===== config.mk =====
export PLATFORM = sky130hd
export DESIGN_NAME = univ_shift_reg
export DESIGN_NICKNAME = d
export VERILOG_FILES = /design/src/rtl/univ_shift_reg.sv
export SDC_FILE = /design/constraint.sdc
export NUM_CORES = 1
export LEC_CHECK = 0
export CORE_UTILIZATION = 47
export CTS_CLUSTER_DIAMETER = 60
export DETAILED_ROUTE_END_ITERATION = 10
export PLACE_DENSITY = 0.85
export SLEW_MARGIN = 20
export SYNTH_ARGS = -nofsm -noshare
export SYNTH_HDL_FRONTEND = slang
export SYNTH_SLANG_ARGS = --single-unit

===== constraint.sdc =====
create_clock -name clock -period 2.4 [get_ports clock]
set_clock_uncertainty 0.05 [all_clocks]
set_input_delay 0.24 -clock clock [delete_from_list [all_inputs] [get_ports clock]]
set_output_delay 0.24 -clock clock [all_outputs]
set_load 0.01 [all_outputs]

===== src/rtl/univ_shift_reg.sv =====
// WIDTH-bit universal shift register: hold / shift right / shift left / load,
// plus an auto-shift sequencer. Define UNIV_SR_ROTATE_EN to make every shift a rotate.
module univ_shift_reg #(
  parameter int WIDTH = 8,
  parameter int CNT_W = 4
) (
  input  logic             clock,
  input  logic             clear,
  input  logic [1:0]       mode,
  input  logic [WIDTH-1:0] data,
  input  logic             sin_r,
  input  logic             sin_l,
  input  logic             start,
  input  logic             dir,
  input  logic [CNT_W-1:0] amount,
  output logic [WIDTH-1:0] q,
  output logic [WIDTH-1:0] qbar,
  output logic             sout_r,
  output logic             sout_l,
  output logic             busy,
  output logic             done
);

  typedef enum logic {
    IDLE  = 1'b0,
    SHIFT = 1'b1
  } state_t;

  localparam logic [1:0] MODE_HOLD  = 2'b00;
  localparam logic [1:0] MODE_RIGHT = 2'b01;
  localparam logic [1:0] MODE_LEFT  = 2'b10;
  localparam logic [1:0] MODE_LOAD  = 2'b11;

  state_t           state, state_nx;
  logic [CNT_W-1:0] cnt, cnt_nx;
  logic             dir_q, dir_nx;
  logic [WIDTH-1:0] q_r, q_nx;
  logic             done_r, done_nx;

  logic             fill_r, fill_l;
  logic [WIDTH-1:0] shr, shl;

`ifdef UNIV_SR_ROTATE_EN
  assign fill_r = q_r[0];
  assign fill_l = q_r[WIDTH-1];
`else
  assign fill_r = sin_r;
  assign fill_l = sin_l;
`endif

  assign shr = {fill_r, q_r[WIDTH-1:1]};
  assign shl = {q_r[WIDTH-2:0], fill_l};

  // NOTE: every variable gets a default first so no path leaves it unassigned (no latches).
  always_comb begin
    state_nx = state;
    cnt_nx   = cnt;
    dir_nx   = dir_q;
    q_nx     = q_r;
    done_nx  = 1'b0;
    case (state)
      IDLE: begin
        if (start) begin
          // Accepting edge: q is untouched and mode is ignored.
          if (amount != '0) begin
            state_nx = SHIFT;
            cnt_nx   = amount;
            dir_nx   = dir;
          end else begin
            done_nx  = 1'b1;
          end
        end else begin
          case (mode)
            MODE_HOLD:  q_nx = q_r;
            MODE_RIGHT: q_nx = shr;
            MODE_LEFT:  q_nx = shl;
            MODE_LOAD:  q_nx = data;
            default:    q_nx = q_r;
          endcase
        end
      end
      SHIFT: begin
        q_nx   = dir_q ? shl : shr;
        cnt_nx = cnt - CNT_W'(1);
        if (cnt == CNT_W'(1)) begin
          state_nx = IDLE;
          done_nx  = 1'b1;
        end
      end
      default: state_nx = IDLE;
    endcase
  end

  // NOTE: sequential state uses non-blocking assignments so all registers update together.
  always_ff @(posedge clock) begin
    if (clear) begin
      state  <= IDLE;
      cnt    <= '0;
      dir_q  <= 1'b0;
      q_r    <= '0;
      done_r <= 1'b0;
    end else begin
      state  <= state_nx;
      cnt    <= cnt_nx;
      dir_q  <= dir_nx;
      q_r    <= q_nx;
      done_r <= done_nx;
    end
  end

  assign q      = q_r;
  assign qbar   = ~q_r;
  assign sout_r = q_r[0];
  assign sout_l = q_r[WIDTH-1];
  assign busy   = (state == SHIFT);
  assign done   = done_r;

endmodule


==> key figures <==
Logic synthesis
  – Synth Register Bits: 15
  – Synthesized cell area: 0.001046 mm²
  – Register area share after synthesis: 0.2871
  – Synth Warn #: 0
  – Syn nets: 132
  – Count of flip-flops with a built-in enable after synthesis: 0
  – Syn Inst Count: 110
  – Synth cell types: 36
  – Ys async rst share: 0
  – Syn Area/Cell: 9.509 µm²
  – Main synth FF type: dfxtp_1

Detailed routing
  – First drt pass iteration count: 4
  – Detailed-route wire length: 2.562 mm
  – Number of remaining DRC errors: 0
  – Met1 WL: 1.098 mm
  – Via/cell ratio: 5.857
  – DR vias: 1025
  – Top sig layer: met4
  – Starting DRT DRC Count: 24
  – Post-DRT Antenna Nets: 0
  – Met2 WL: 1.320 mm
  – Wire per inst: ~15 µm
  – DR WL met3: 133 µm

Flow run
  – Maxcap violations: 0

Clocking
  – Clock tree root buffer cell: clkbuf_4
  – CTS tree: yes
  – PostCTS Resize Cnt: 0
  – Latest clock arrival within the worst-skew pair: 0.28 ns
  – Clock Path Buffers: 2
  – TritonCTS Buffers: 3
  – Clock sinks: 15
  – Hold-fix buffers at CTS: 0
  – # Post-CTS Setup Buffers: 0
  – H-tree depth: 1
  – Clock Pin Slew Worst Setup and Hold Paths: 0.10 ns

Floorplan
  – Row count: 16
  – Initial Util: 0.5173
  – CORE AREA: 0.002022 mm²
  – Die height: just under 50 µm
  – DIE AREA: around 0.0024 mm²
  – Top Ports: 40
  – Die Wd: 49.18 µm

STA
  – Hold_ws: 0.4639 ns
  – Setup TNS: 0 ns
  – RSZ-0062 raised after global routing: false
  – Final slew viol count: 0
  – Min Tclk post-route: approximately 1.7 ns
  – Max frequency: 0.5981 GHz
  – Final Hold Fails: 0
  – Final setup viols: 0
  – Post-route clock period utilization: 0.6967
  – Slew HR: 0.6314
  – Slew of the pin with the lowest slew margin: 0.5511 ns

Worst setup path
  – Startpoint class of the critical path: input port
  – Endpoint class of the critical path: flip-flop
  – Slowest stage delay, CP: 0.82 ns
  – R2R Path End: q[4]$_SDFFE_PP0P_
  – CP required: about 2.5 ns
  – Reg2Reg Setup Slack: 0.82 ns
  – R2r startpoint: busy$_SDFF_PP0_
  – Max FO, Critical Path: 11
  – Crit. Startpoint: mode[0]
  – Slowest stage cell, crit path: clkdlybuf4s50_1
  – Crit path to: q[3]$_SDFFE_PP0P_
  – Setup Crit Path Kind: input port to flip-flop
  – Cell Chain, Critical Path: clkdlybuf4s50_1 > mux2_1 > a22oi_1 > o221ai_1
  – Arr. time, crit path: 1.79 ns
  – R2R depth: 4

Placement
  – Placement Cell Area: ~0.0014 mm²
  – Port bufs: 39
  – Post-detail-place hpwl: 1.901 mm
  – Placer Congestion: 0.7987

Run status
  – Status: completed

Global routing
  – Initial antenna violation count: 0
  – Grt total ovfl: 0
  – Largest net degree at the start of global routing: 17
  – First-pass GRT wire length: 4.395 mm
  – GRT Total Usage: 0.2304
  – Number of global-route vias before repair: 979

Worst hold path
  – Tightest Hold Check Type: flip-flop to flip-flop

Layout
  – Fin area: 0.001468 mm²
  – Most frequent cells in the layout: clkdlybuf4s50_1, dfxtp_1, inv_1
  – Antenna fix cells: 0
  – Most common cell after layout, fill and taps aside: clkdlybuf4s50_1
  – NumNets Final: 171
  – Share of cells above drive strength 1: 0.1486
  – Synth-to-layout area growth: 40.31%

Power and ir drop
  – Cell Pwr Density: approximately 440 mW/mm²
  – Worst VDD drop: 0.0003909 V
  – P_leak: 0.5390 nW
  – PnR Total Power: 0.6488 mW
state kept, by name (all words and copies together), names as in the netlist:
name	flops
q	8
dir_q	1
cnt	4
busy	1
done	1
through the flow:
stage | worst slack (ns) | util | std cells
floorplan | 1.146 | - | 110
global placement | 0.4774 | 0.7123 | 171
detailed placement | 0.4148 | 0.7123 | 171
CTS | 0.7217 | 0.7259 | 175
global route | 0.6337 | 0.7259 | 175
finish | 0.7279 | 0.7259 | 175
Yosys cell counts (2+ instances only):
cell type	instances	area [µm²]
ha_1	2	25.02
a21oi_1	6	30.03
dfxtp_1	15	300.3
mux2_2	7	78.83
o221ai_1	7	61.31
a211oi_1	2	15.01
a22oi_1	8	60.06
buf_2	2	10.01
buf_4	3	22.52
inv_1	12	45.04
mux2_1	7	78.83
nor2_1	2	7.510
nor2b_1	3	18.77
mux2i_1	2	20.02
nand3_1	11	55.05
critical path: cells and delay by family:
family | cells | cell delay [ns]
compound gates | 2 | 0.35
buf+inv | 1 | 0.82
mux | 1 | 0.39
per-layer routing:
metal,track usage,up-vias
met5,0,-
met4,0.05882,0
met3,0.03738,2
met2,0.4155,37
met1,0.2792,484
li1,-,502
cell families (layout without fill, tap and decap cells):
group,after synthesis,after routing,share of synthesized area
multiplexers,16,16,0.1699
AO/OA/AOI/OAI,35,35,0.2931
buffers and inverters,20,58,0.09329
adder cells (fa/ha/maj),2,2,0.02392
flip-flops,15,15,0.2871
XOR/XNOR,1,1,0.008375
AND/OR/NAND/NOR,21,21,0.1244
area by class of cell:
cell class | instances | area [µm²]
repair buffers | 42 | 412.9
multi-input cells | 75 | 648.1
fillers | 157 | 554.3
well taps | 27 | 33.78
clock inverters | 1 | 5.005
clock buffers | 3 | 22.52
flip-flops and latches | 15 | 300.3
inverters | 12 | 45.04
worst min path at each step:
stage / startpoint / endpoint / cells past startpoint
2_1_floorplan: dir / dir_q$_SDFFE_PP0P_ / 2
3_3_place_gp: cnt[3]$_SDFFE_PP0P_ / cnt[3]$_SDFFE_PP0P_ / 2
3_5_place_dp: cnt[1]$_SDFFE_PP0P_ / cnt[1]$_SDFFE_PP0P_ / 2
4_1_cts: cnt[1]$_SDFFE_PP0P_ / cnt[1]$_SDFFE_PP0P_ / 2
5_1_grt: dir / dir_q$_SDFFE_PP0P_ / 3
6_report: cnt[1]$_SDFFE_PP0P_ / cnt[1]$_SDFFE_PP0P_ / 2
report_power, final:
| group | switching, mW | internal, mW | total (mW) |
|---|---|---|---|
| clock | 0.0844 | 0.0617 | 0.146 |
| combinational | 0.0929 | 0.117 | 0.210 |
| sequential | 0.0258 | 0.267 | 0.293 |
Note: power is estimated with default switching activity, not from simulation.
==> RTL change, RTL diff (same flow settings) <==
The parameter `WIDTH` goes from 8 to 6.
--- a/src/rtl/univ_shift_reg.sv
+++ b/src/rtl/univ_shift_reg.sv
@@ -2,5 +2,5 @@
 // plus an auto-shift sequencer. Define UNIV_SR_ROTATE_EN to make every shift a rotate.
 module univ_shift_reg #(
-  parameter int WIDTH = 8,
+  parameter int WIDTH = 6,
   parameter int CNT_W = 4
 ) (
Interface: changed (resized data, q and qbar); port bits go from 40 to 34. The function was not compared with the original's and may differ.
==> RTL change against the original RTL <==
  * Design area is 16% lower
  * Die area is 13% lower
  * Synthesized cell count is 3.6% lower
  * Sequential cell count is 2 lower
  * Total power is 9.4% lower
  * Global-route usage is 0.75 points higher
  * Synthesized area is 14% lower
  * Combinational power is 12% lower
  * Worst setup slack worse by 0.047 ns
  * Highest routed layer unchanged
  * Routed wire length is 12% lower
==> RTL change: results (changes against the original RTL) <==
## Run status
- **status** completed

## Placement
- **post-detailed-placement cell area** 1207 sq um, -16%
- **Buffers on Ports** 33, -15%
- **worst slack at placement** 0.5517 ns, +0.1370 ns
- **final weighted congestion in routability-driven placement** 0.8271, +3.6%
- **estimated wirelength of the detail-placed design** 1.665 mm, -12%

## CTS
- **Post-CTS Resized** 0, unchanged
- **clock-pin slew on the worst setup and hold paths** 0.09 ns

## Logic synthesis
- **post-synthesis xor/xnor area fraction** 0%, -0.84 points
- **post-synthesis compound-gate area fraction** 24.31%, -5.0 points
- **Synth Warn #** 0, unchanged
- **multiplexer share of the synthesized area** 15.42%, -1.6 points
- **Syn Area/Cell** 8.499 sq um, -11%
- **top cells by area, synth** sky130_fd_sc_hd__dfxtp_1 (29%), sky130_fd_sc_hd__mux2_2 (8.8%), sky130_fd_sc_hd__mux2i_1 (6.7%)
- **adder-cell area share of the yosys netlist** 2.778%, +0.39 points
- **count of different cell masters after synthesis** 32, -11%
- **Syn Nets** 126, -4.5%
- **most frequent cells after synthesis** sky130_fd_sc_hd__dfxtp_1 (13), sky130_fd_sc_hd__a21oi_1 (11), sky130_fd_sc_hd__nand2_1 (9)
- **sequential fraction of the synthesis area** 28.89%, +0.18 points

## Pwr
- **leakage** 0.4421 nW, -18%
- **peak supply drop** 0.3976 mV, +1.7%
- **proportion of total power due to net switching** 30.89%, -0.40 points

## Global routing
- **total global routing track utilization** 23.79%, +0.75 points
- **GRT met1 Usage** 34.47%, +6.6 points
- **GR Util met2** 34.57%, -7.0 points
- **GR met3 Demand/Resource** 6.746%, +3.0 points
- **first-pass GRT wire length** 3.560 mm, -19%

## Cells and area
- **fraction of final layout cells sized beyond drive strength 1** 8.889%, -6.0 points
- **Fillers** 172, +9.6%
- **filler-free cell count of the finished design** 160, -8.6%
- **max FFs per register** 6, -2

## Critical path
- **worst r2r dst** cnt[3]
- **longest individual stage delay on the worst path** 0.61 ns, -0.21 ns
- **CP arrival** 1.43 ns, -0.36 ns
- **Setup CP Type** flip-flop to output pin
- **highest net fanout along the worst path** 10, -1
- **cell depth of the worst flop-to-flop path** 3, -1

## Routing
- **met2 layer wire length in the routed design** 1.027 mm, -22%
- **count of routing violations after the opening detailed-route iteration** 21, -13%
- **WL/cell** 14.11 um, -3.6%
- **Via Count** 907, -12%
- **detailed-routed wire length on met3** 122 um, -8.3%
- **Met1 Routed Length** 1.083 mm, -1.4%

## Timing
- **pin slew with the least headroom to its limit** 0.7073 ns, +0.1562 ns
- **hold_ws** 0.4596 ns, -0.004321 ns

## Worst hold path
- **end point of the worst hold path** cnt[1]

## RTL change: cell count changes in the layout (fill, tap and decap cells not counted), sizes merged, moves of 5 or more
cell,change
mux2,-7
nand2,+9
o221ai,-7
nand3b,+7
nand3,-9
a211o,+5
clkdlybuf4s50,-6
a22oi,-8
a31oi,+7
## RTL change: worst register-to-register path, cell delays in order, from the launching register on
cell and delay (ns):
sky130_fd_sc_hd__dfxtp_1 0.54, sky130_fd_sc_hd__or4b_2 0.64, sky130_fd_sc_hd__o211ai_1 0.12, sky130_fd_sc_hd__a31oi_1 0.09
## RTL change: cell families (layout without fill, tap and decap cells)
kind of cell	count (synthesis)	count (layout)
compound gates	33	33
buf+inv	17	46
simple gates	28	28
fa+ha+maj	2	2
flops	13	13
mux	13	13
## RTL change: power groups by stage
| stage | combinational, mW | clock (mW) | sequential (mW) |
|---|---|---|---|
| 6_report | 0.184 | 0.142 | 0.262 |
| 5_1_grt | 0.200 | 0.157 | 0.266 |
| 4_1_cts | 0.184 | 0.141 | 0.262 |
| 3_5_place_dp | 0.182 | 0 | 0.266 |
| 3_3_place_gp | 0.179 | 0 | 0.265 |
| 2_1_floorplan | 0.104 | 0 | 0.260 |
## RTL change: worst max-delay path by stage
stage          endpoint  slack, ns  cells past startpoint
6_report           busy       0.68                      1
5_1_grt            busy       0.62                      1
4_1_cts            busy       0.70                      1
3_5_place_dp       q[0]       0.55                      4
3_3_place_gp       q[1]       0.62                      4
2_1_floorplan    cnt[3]       1.03                      3
## RTL change: layout make-up
cell class | count | area, sq um | share of cell area, %
tap | 25 | 31.28 | 2.536
sequential | 13 | 260.3 | 21.10
multi-input combinational | 76 | 548.0 | 44.42
clock buffer | 4 | 26.28 | 2.130
timing repair buffer | 34 | 337.8 | 27.38
inverter | 8 | 30.03 | 2.434
